### config.mk
export PLATFORM = sky130hd
export DESIGN_NAME = pe_inst_seq
export DESIGN_NICKNAME = d
export VERILOG_FILES = /design/src/rtl/pe_inst_seq.sv
export SDC_FILE = /design/constraint.sdc
export NUM_CORES = 1
export LEC_CHECK = 0
export ABC_AREA = 1
export CAP_MARGIN = 20
export CORE_UTILIZATION = 40
export DETAILED_ROUTE_END_ITERATION = 10
export PLACE_DENSITY_LB_ADDON = 0.05
export SKIP_CTS_REPAIR_TIMING = 1
export SYNTH_ARGS = -nofsm -noshare
export SYNTH_HDL_FRONTEND = slang
export SYNTH_SLANG_ARGS = --single-unit
export TNS_END_PERCENT = 10
### constraint.sdc
create_clock -name clk -period 3.9 [get_ports clk]
set_input_delay 0.78 -clock clk [delete_from_list [all_inputs] [get_ports clk]]
set_output_delay 0.78 -clock clk [all_outputs]
set_load 0.03 [all_outputs]
### src/rtl/pe_inst_seq.sv
// Per-PE instruction sequencer: loadable program memory, repeat count, gap-free issue,
// and data-memory enables delayed one cycle to line up with the memory's address register.
module pe_inst_seq #(
  parameter int INST_WIDTH    = 32,
  parameter int IM_ADDR_WIDTH = 5,
  parameter int LOOP_WIDTH    = 8
) (
  input  logic                     clk,
  input  logic                     rst,
  input  logic                     load_en,
  input  logic [IM_ADDR_WIDTH-1:0] load_addr,
  input  logic [INST_WIDTH-1:0]    load_inst,
  input  logic                     start,
  input  logic [LOOP_WIDTH-1:0]    loop_cnt,
  output logic [INST_WIDTH-1:0]    inst_out,
  output logic                     dm_wren,
  output logic                     dm_rden,
  output logic                     busy,
  output logic                     done
);

  localparam int DEPTH   = 2 ** IM_ADDR_WIDTH;
  localparam int RE_BIT  = 27;
  localparam int WE_BIT  = 28;
  localparam int LAST_BIT = 31;

  typedef enum logic [1:0] {IDLE, RUN, DRAIN} state_t;

  state_t                   state_reg, state_next;
  logic [IM_ADDR_WIDTH-1:0] pc_reg, pc_next;
  logic [LOOP_WIDTH-1:0]    loops_reg, loops_next;
  logic                     drain_reg, drain_next;
  logic [INST_WIDTH-1:0]    inst_reg, inst_next;
  logic                     issue_v_reg, issue_v_next;
  logic                     done_reg, done_next;
  logic                     wren_reg, rden_reg;

  logic [INST_WIDTH-1:0]    imem [DEPTH];
  logic [INST_WIDTH-1:0]    fetch;

  // Program memory survives reset; writes only land while idle.
  always_ff @(posedge clk) begin
    if (load_en && state_reg == IDLE)
      imem[load_addr] <= load_inst;
  end

  assign fetch = imem[pc_reg];

  always_ff @(posedge clk) begin
    if (rst) begin
      state_reg   <= IDLE;
      pc_reg      <= '0;
      loops_reg   <= '0;
      drain_reg   <= 1'b0;
      inst_reg    <= '0;
      issue_v_reg <= 1'b0;
      done_reg    <= 1'b0;
      wren_reg    <= 1'b0;
      rden_reg    <= 1'b0;
    end else begin
      state_reg   <= state_next;
      pc_reg      <= pc_next;
      loops_reg   <= loops_next;
      drain_reg   <= drain_next;
      inst_reg    <= inst_next;
      issue_v_reg <= issue_v_next;
      done_reg    <= done_next;
      // Enables trail the issued word by one cycle.
      wren_reg    <= issue_v_reg & inst_reg[WE_BIT];
      rden_reg    <= issue_v_reg & inst_reg[RE_BIT];
    end
  end

  always_comb begin
    state_next   = state_reg;
    pc_next      = pc_reg;
    loops_next   = loops_reg;
    drain_next   = drain_reg;
    inst_next    = '0;
    issue_v_next = 1'b0;
    done_next    = 1'b0;
    case (state_reg)
      IDLE: begin
        if (start) begin
          pc_next    = '0;
          loops_next = loop_cnt;
          state_next = RUN;
        end
      end
      RUN: begin
        inst_next    = fetch;
        issue_v_next = 1'b1;
        // The top address acts as an implicit LAST so the pc never wraps silently.
        if (fetch[LAST_BIT] || pc_reg == '1) begin
          if (loops_reg != '0) begin
            pc_next    = '0;
            loops_next = loops_reg - LOOP_WIDTH'(1);
          end else begin
            state_next = DRAIN;
            drain_next = 1'b0;
          end
        end else begin
          pc_next = pc_reg + IM_ADDR_WIDTH'(1);
        end
      end
      DRAIN: begin
        if (drain_reg) begin
          state_next = IDLE;
          drain_next = 1'b0;
          done_next  = 1'b1;
        end else begin
          drain_next = 1'b1;
        end
      end
      default: state_next = IDLE;
    endcase
  end

  assign inst_out = inst_reg;
  assign dm_wren  = wren_reg;
  assign dm_rden  = rden_reg;
  assign busy     = (state_reg != IDLE);
  assign done     = done_reg;

endmodule

==> results.json, run 1 <==
{
  "cts_tree": "done",
  "setup_slack_ns": 1.078,
  "synth.net_count": 3141,
  "cp-start-kind": "flop",
  "ir_drop_mv": 0.4486,
  "start_util": 0.4043,
  "largest_register_ffs": 1024,
  "r2r_cells": 13,
  "slew_violations": 0,
  "layoutNonFillerInstCount": 4650,
  "cp_data_required_time_ns": 4.47,
  "synth_warnings": 0,
  "core-area_um2": 103600,
  "clk_path_buf_depth": 3,
  "holdPathEnd": "dm_rden",
  "fin_crit_ns": 2.822,
  "critPathMaxFanout": 67,
  "dp_slack_ns": 0.7173,
  "drv_cap": 0,
  "place.gp.congestion": 0.8216,
  "vias": 26380,
  "first_pass_iters": 5,
  "r2r_setup_slack_ns": 1.08,
  "std_cell_rows": 118,
  "min_from": "issue_v_reg",
  "cellPowerDensity_nw_per_um2": 573.1,
  "whs_path_depth": 2,
  "synth_area_per_cell_um2": 13.57,
  "grt_first_pass_wirelength_mm": 180.4,
  "synth_ff_type": "edfxtp_1",
  "drive_above_1_share": 0.1022,
  "netlist_area_um2": 41900,
  "grt_usage": 0.2334,
  "cts.clk_slew.worst_paths_ns": 0.06,
  "clock-sinks": 1081,
  "hold_path.class": "flop to flop",
  "die_h_um": 325.6,
  "place_hpwl_mm": 72.61,
  "vias_per_cell": 5.673,
  "cts_max_level": 3,
  "fillers": 9210,
  "maxSlewHeadroom": 0.3328,
  "stdcell_area_um2": 48090,
  "fin_skew_ns": 0.03566,
  "setup_viol": 0,
  "syn_to_final_growth_pct": 14.78,
  "critPathCaptureType": "flop",
  "worst_pin_slew_ns": 1.001,
  "grt_pass1_vias": 25614,
  "fmax_mhz": 354.4,
  "drt_iter0_markers": 2627,
  "rsz0062_at_grt": "no",
  "async_flop_share": 0,
  "placed_cell_area_um2": 44560,
  "routed_wirelength_mm": 124.7,
  "synth-edff-count": 1024,
  "die_x_um": 325.6,
  "post-place-cells": 4437,
  "ys_seq_area_frac": 0.7611,
  "cp.arrival_ns": 3.40,
  "insertion_delay_ns": 0.71,
  "dieArea_um2": 106000,
  "status": "finished, final reports clean",
  "antenna_found_initial": 2,
  "worst-setup-path-type": "flop to flop",
  "wire_per_inst_um": 26.82,
  "cts_root_buf": "clkbuf_16",
  "ios": 85,
  "ant_nets": 0,
  "syn_inst": 3088,
  "ys_seq_elements": 1081,
  "finalNetCount": 3228,
  "overflow": 0,
  "grt_start_max_net_pins": 163,
  "finalHoldViolCount": 0,
  "portBuffers": 84,
  "drc": 0,
  "period_share": 0.7235,
  "worstReg2RegEnd": "loops_reg[7]",
  "cts_made_buffers": 116,
  "power_leakage_uw": 0.01530,
  "synthDistinctLibCells": 36,
  "fin_tns_setup_ns": 0
}
[cell usage in the layout, fill, tap and decap left out, types with 11 or more instances in the layout]
cell type and instances:
a31oi_1 34, clkbuf_16 116, a21oi_1 24, clkdlybuf4s50_1 57, edfxtp_1 1024, nand3_1 145
nor2_1 599, clkinv_2 11, buf_12 17, clkbuf_1 39, clkinv_1 26, buf_4 91
o21ai_0 495, o21ai_1 39, inv_1 26, nand2_1 101, dfxtp_1 52, o221ai_1 183
nor2_4 34, o22ai_1 65, buf_2 27
[cell usage after synthesis (28+ instances only)]
cell | count | share of area
o21ai_0 | 495 | 0.059
inv_1 | 28 | 0.0025
nand2_1 | 101 | 0.0090
o22ai_1 | 65 | 0.0097
o221ai_1 | 183 | 0.038
clkbuf_1 | 110 | 0.0099
dfxtp_1 | 57 | 0.027
edfxtp_1 | 1024 | 0.73
buf_2 | 73 | 0.0087
nand3_1 | 145 | 0.017
nor2_1 | 632 | 0.057
o21ai_1 | 39 | 0.0047
a31oi_1 | 34 | 0.0051
[critical path, cell delays in order, from the launching register on]
cell and delay [ns]:
dfxtp_4 0.45, inv_6 0.52, buf_4 0.39, nand3_1 0.11, nand3_1 0.11, nand2_1 0.08, nand2_1 0.14, nand3_2 0.13
nand2_4 0.16, nand3_4 0.14, nand2_4 0.15, inv_2 0.09, nor2_1 0.09, nor2_1 0.05
[stage by stage]
step / utilization / hold slack [ns] / total power [uW]
4_1_cts: 0.4640 / 0.4412 / 27800
2_1_floorplan: - / 0.4097 / 15740
3_3_place_gp: 0.4300 / 0.4197 / 17510
6_report: 0.4640 / 0.4386 / 27560
5_1_grt: 0.4640 / 0.4669 / 28600
3_5_place_dp: 0.4300 / 0.4203 / 17540
[cells by family (layout without fill, tap and decap cells)]
group / count (synthesis) / count (layout) / share of synthesized area
AOI/OAI and AO/OA: 851 / 851 / 0.1218
xor gates and xnor gates: 4 / 4 / 0.0008363
adders and majority gates: 4 / 4 / 0.001195
buffers and inverters: 254 / 434 / 0.02855
DFF: 1081 / 1081 / 0.7611
other: 0 / 2 / 0
and+or+nand+nor: 894 / 894 / 0.08651
[cell type report]
cell class,instances,area [um2],area share
sequential,1081,31900,0.6634
timing repair buffer,192,1729,0.03596
clock buffer,161,3132,0.06512
inverter,31,142.6,0.002966
multi-input combinational,1753,9060,0.1884
antenna,2,5.005,0.0001041
tap,1380,1727,0.03590
clock inverter,50,391.6,0.008143
[worst max path at each step]
| stage | from | end | slack [ns] |
|---|---|---|---|
| final | flop | loops_reg[7] | 1.08 |
| after CTS | flop | loops_reg[0] | 1.06 |
| after global placement | load_addr[2] | imem[26][16] | 0.71 |
| after detailed placement | load_en | imem[7][23] | 0.72 |
| after global routing | flop | flop | 0.89 |
| after floorplan | load_en | imem[0][0] | 0.87 |
[power by group]
group	internal [uW]	switching, uW
registers	12900	133
logic	1150	3140
clock network	5840	4430
[layer usage]
| metal | wire [um] | part of all wire | GRT usage | vias up |
|---|---|---|---|---|
| met3 | 7735 | 0.062 | 0.03757 | 160 |
| met5 | 10 | 0.000080 | 0 | - |
| met4 | 2922 | 0.023 | 0.05920 | 2 |
| met1 | 57220 | 0.46 | 0.3437 | 13498 |
| met2 | 56820 | 0.46 | 0.3604 | 861 |
| li1 | - | - | - | 11859 |
No activity file was read; power rests on OpenSTA's default activity.
==> inputs of run 2 (changes only) <==
- clock period: 3.9 -> 2.8 ns (I/O delays scaled with it)
==> run 2 against run 1 <==
  * Routed wire length grew 1.0%
  * Combinational power grew 49%
  * Die area is the same
  * Sequential share of layout area shrank 2.3 points
  * Largest cell class unchanged
  * Non-clock buffer count grew 97
  * Worst setup slack lost 0.89 ns
  * Critical path depth shrank 5
  * Sequential power grew 39%
  * Worst hold slack lost 0.012 ns
==> results.json, run 2 (synthesis gave the netlist of run 1 again) <==
{
  "worstReg2RegEnd": "inst_out[17]",
  "largest_register_ffs": 1024,
  "min_from": "issue_v_reg",
  "grt_usage": 0.2357,
  "holdPathEnd": "dm_rden",
  "cts.clk_slew.worst_paths_ns": 0.06,
  "power_frac_comb": 0.162,
  "worst_pin_slew_ns": 0.7110,
  "place_hpwl_mm": 77.42,
  "cts_tree": "done",
  "grt_busiest_layer": "met2",
  "drv_cap": 0,
  "cp.arrival_ns": 3.20,
  "r2r_cells": 8,
  "insertion_delay_ns": 0.70,
  "die_h_um": 325.6,
  "critPathCaptureType": "flop",
  "clk_path_buf_depth": 3,
  "die_x_um": 325.6,
  "hold_path.class": "flop to flop",
  "ant_nets": 0,
  "cts_made_buffers": 114,
  "worst-setup-path-type": "flop to flop",
  "cts_root_buf": "clkbuf_16",
  "finalNetCount": 3323,
  "fin_skew_ns": 0.03550,
  "fin_tns_setup_ns": 0,
  "p_int_uw": 28400,
  "rsz0062_at_grt": "no",
  "grt_use_met2": 0.3716,
  "p_sw_frac": 0.2753,
  "std_cell_rows": 118,
  "drc": 0,
  "drive_above_1_share": 0.1251,
  "portBuffers": 84,
  "cp_data_required_time_ns": 3.38,
  "dieArea_um2": 106000,
  "grt_start_max_net_pins": 80,
  "vias": 26750,
  "ir_drop_mv": 0.4537,
  "pwr-share-clk": 0.376,
  "critPathMaxFanout": 110,
  "setup_slack_ns": 0.1851,
  "maxSlewHeadroom": 0.5260,
  "overflow": 0,
  "core-area_um2": 103600,
  "grt_first_pass_wirelength_mm": 182.7,
  "first_pass_iters": 7,
  "r2r_setup_slack_ns": 0.19,
  "p_sw_uw": 10790,
  "dp_slack_ns": 0.1500,
  "syn_to_final_growth_pct": 18.93,
  "fin_crit_ns": 2.615,
  "drt_iter0_markers": 2581,
  "slew_violations": 0,
  "whs_path_depth": 2,
  "power_leakage_uw": 0.01605,
  "layout_common_cells": "edfxtp_1 (1024), nor2_1 (599), o21ai_0 (495)",
  "seqPwrFrac": 0.462,
  "finalHoldViolCount": 0,
  "clock-sinks": 1081,
  "final_common_cell": "edfxtp_1",
  "cts_max_level": 3,
  "antenna_found_initial": 3,
  "setup_viol": 0,
  "placed_cell_area_um2": 46180,
  "use_met1": 0.3441,
  "grt_use_met3": 0.03605,
  "wire_per_inst_um": 26.55,
  "place.gp.congestion": 0.8409,
  "routed_wirelength_mm": 126.0,
  "stdcell_area_um2": 49830,
  "cp-start-kind": "flop",
  "fmax_mhz": 382.4,
  "grt_pass1_vias": 26075,
  "status": "finished, final reports clean",
  "vias_per_cell": 5.638,
  "whs_ns": 0.4263,
  "start_util": 0.4043,
  "period_share": 0.9339,
  "ios": 85,
  "cellPowerDensity_nw_per_um2": 786.4
}
[run 2: cell count changes in the layout (fill, tap and decap cells not counted), sizes merged]
cell,change
clkdlybuf4s50,+27
clkinv,-1
diode,-1
buf,+70
inv,-4
bufinv,+2
clkbuf,+1
clkinvlp,+1
[run 2: critical path: stages (launching register included)]
cell and delay, ns:
dfxtp_4 0.46, inv_16 0.35, buf_12 0.27, buf_12 0.27
buf_4 0.25, nor2_1 0.07, o221ai_1 0.18, o211ai_1 0.24
a21oi_1 0.31
[run 2: cell type report]
| type | count | area (um2) |
|---|---|---|
| fillers | 9041 | 53810 |
| flip-flops and latches | 1081 | 31900 |
| multi-input cells | 1753 | 9060 |
| repair buffers | 289 | 3343 |
| clock buffers | 162 | 3228 |
| well taps | 1380 | 1727 |
| clock inverters | 48 | 422.9 |
| inverters | 31 | 142.6 |
| diodes | 1 | 2.502 |
[run 2: routing by layer]
| layer | vias up | part of all wire |
|---|---|---|
| li1 | 12050 | - |
| met1 | 13657 | 0.46 |
| met2 | 868 | 0.46 |
| met3 | 173 | 0.055 |
| met4 | 2 | 0.022 |
| met5 | - | 0.000071 |
[run 2: worst max-delay path by stage]
stage / startpoint / endpoint / slack (ns) / depth (start not counted)
finish: flop / inst_out[17] / 0.19 / 8
global route: flop / inst_out[8] / 0.07 / 10
CTS: state_reg[1] / busy / 0.16 / 3
detailed placement: load_en / imem[30][11] / 0.15 / 7
global placement: load_en / imem[30][26] / 0.13 / 7
floorplan: state_reg[0] / imem[0][0] / -0.15 / 5
[run 2: per-stage QoR]
stage	utilization	std cells	total power, uW
6_report	0.4808	4745	39190
5_1_grt	0.4808	4744	40590
4_1_cts	0.4808	4745	39520
3_5_place_dp	0.4456	4535	24800
3_3_place_gp	0.4456	4535	24780
2_1_floorplan	-	3088	21930
[run 2: power by group through the flow]
stage / registers [uW] / clock network (uW) / logic, uW
2_1_floorplan: 18500 / 0 / 3470
3_3_place_gp: 18400 / 0 / 6340
3_5_place_dp: 18400 / 0 / 6360
4_1_cts: 18100 / 15000 / 6380
5_1_grt: 18100 / 15600 / 6890
6_report: 18100 / 14700 / 6360
==> inputs of run 3 (changes only) <==
- CORE_UTILIZATION: 40 -> 48
==> run 3 against run 2 <==
  * Flip-flop and latch count unchanged
  * Fmax decreased by 4.8%
  * Non-clock buffer count decreased by 27
  * Final cell count decreased by 5.6%
  * Count of clock-buffer cells in the layout decreased by 25
  * Combinational power decreased by 3.8%
  * Routed wire length decreased by 4.6%
  * Worst hold slack improved by 0.0083 ns
  * Sequential power about the same
  * Die area decreased by 17%
  * Critical endpoint is now inst_out[28]
  * Largest cell class unchanged
==> results.json, run 3 (synthesis gave the netlist of run 1 again) <==
{
  "drive_above_1_share": 0.1221,
  "drv_cap": 0,
  "cp.arrival_ns": 2.19,
  "cp_data_required_time_ns": 2.24,
  "power_leakage_uw": 0.01594,
  "ant_nets": 0,
  "routed_wirelength_mm": 120.1,
  "die_h_um": 297.4,
  "cts_made_buffers": 110,
  "grt_use_met2": 0.4246,
  "ir_drop_mv": 0.5656,
  "utilization": 0.5745,
  "drt_iter0_markers": 2911,
  "cts_tree": "done",
  "use_met1": 0.3855,
  "fin_crit_ns": 2.747,
  "path_buf_inv": 1,
  "finalNetCount": 3292,
  "dieArea_um2": 88470,
  "grt_first_pass_wirelength_mm": 175.9,
  "status": "finished, final reports clean",
  "grt_usage": 0.2701,
  "period_share": 0.9810,
  "finalHoldViolCount": 0,
  "worst_pin_slew_ns": 0.8240,
  "vias": 26804,
  "cpMaxStageDelayCell": "clkdlybuf4s50_1",
  "clk_path_buf_depth": 3,
  "fillers": 6747,
  "post-place-cells": 4271,
  "critical_path.top_delay_family": "buffers and inverters",
  "grt_busiest_layer": "met2",
  "portBuffers": 84,
  "cts.clk_slew.worst_paths_ns": 0.06,
  "start_util": 0.4882,
  "ios": 85,
  "first_pass_iters": 6,
  "hold_path.class": "flop to flop",
  "critPathMaxFanout": 2,
  "cts_max_level": 3,
  "drc": 0,
  "grt_use_met3": 0.04777,
  "maxSlewHeadroom": 0.4506,
  "final_common_cell": "edfxtp_1",
  "cts_root_buf": "clkbuf_16",
  "slew_violations": 0,
  "largest_register_ffs": 1024,
  "overflow": 0,
  "antenna_found_initial": 6,
  "p_total_uw": 39300,
  "worst-setup-path-type": "flop to output port",
  "die_x_um": 297.4,
  "syn_to_final_growth_pct": 17.66,
  "insertion_delay_ns": 0.67,
  "rsz0062_at_grt": "no",
  "cp-start-kind": "flop",
  "layoutNonFillerInstCount": 4477,
  "place_hpwl_mm": 71.39,
  "path_cells": "clkdlybuf4s50_1",
  "place.gp.congestion": 0.8468,
  "wire_per_inst_um": 26.83,
  "grt_pass1_vias": 26038,
  "cpPeakStageDelay_ns": 0.79,
  "setup_viol": 0,
  "core-area_um2": 85820,
  "layout_common_cells": "edfxtp_1 (1024), nor2_1 (599), o21ai_0 (495)",
  "cellPowerDensity_nw_per_um2": 797.2,
  "std_cell_rows": 107,
  "vias_per_cell": 5.987,
  "clock-sinks": 1081,
  "fmax_mhz": 364.1,
  "fin_skew_ns": 0.01631,
  "critPathCaptureType": "output port",
  "grt_start_max_net_pins": 162
}
[run 3: cell types whose count changed in the layout (fill, tap and decap cells not counted), sizes merged]
cell,delta
clkinv,+2
clkdlybuf4s50,-1
clkinvlp,+4
inv,+5
clkbuf,-25
buf,-26
bufinv,+9
[run 3: final timing paths]
check / from / to / slack (ns) / cells past startpoint
worst min-delay path: issue_v_reg / dm_rden / 0.43 / 2
worst max-delay path: inst_out[28] / inst_out[28] / 0.05 / 1
worst min register to register: issue_v_reg / dm_rden / 0.43 / 2
worst max register to register: flop / inst_out[23] / 0.41 / 10
[run 3: cell type report]
class | count | area [um2] | area share
Inverter | 31 | 142.6 | 0.002893
Timing Repair Buffer | 262 | 3035 | 0.06157
Antenna cell | 1 | 2.502 | 0.00005076
Clock buffer | 137 | 2965 | 0.06015
Clock inverter | 68 | 757.0 | 0.01535
Sequential cell | 1081 | 31900 | 0.6472
Tap cell | 1144 | 1431 | 0.02903
Multi-Input combinational cell | 1753 | 9060 | 0.1838
[run 3: power breakdown]
group / internal (uW) / switching, uW / total [uW]
Combinational: 1850 / 4270 / 6120
Sequential: 17900 / 203 / 18100
Clock: 8900 / 6160 / 15100
Total: 28700 / 10600 / 39300
[run 3: metal layers]
metal,up-vias,part of all wire
li1,11981,-
met1,13486,0.43
met2,1128,0.46
met3,201,0.076
met4,8,0.028
met5,-,0.00037
[run 3: per-stage QoR]
step	TNS [ns]	hold slack, ns	setup WS (ns)	area, um2
6_report	0	0.4346	0.05319	49300
5_1_grt	0	0.4440	0.007337	49300
4_1_cts	0	0.4384	0.02676	49300
3_5_place_dp	0	0.4276	0.2578	45570
3_3_place_gp	0	0.4189	0.2501	45570
2_1_floorplan	-150.39	0.4097	-0.1469	41900
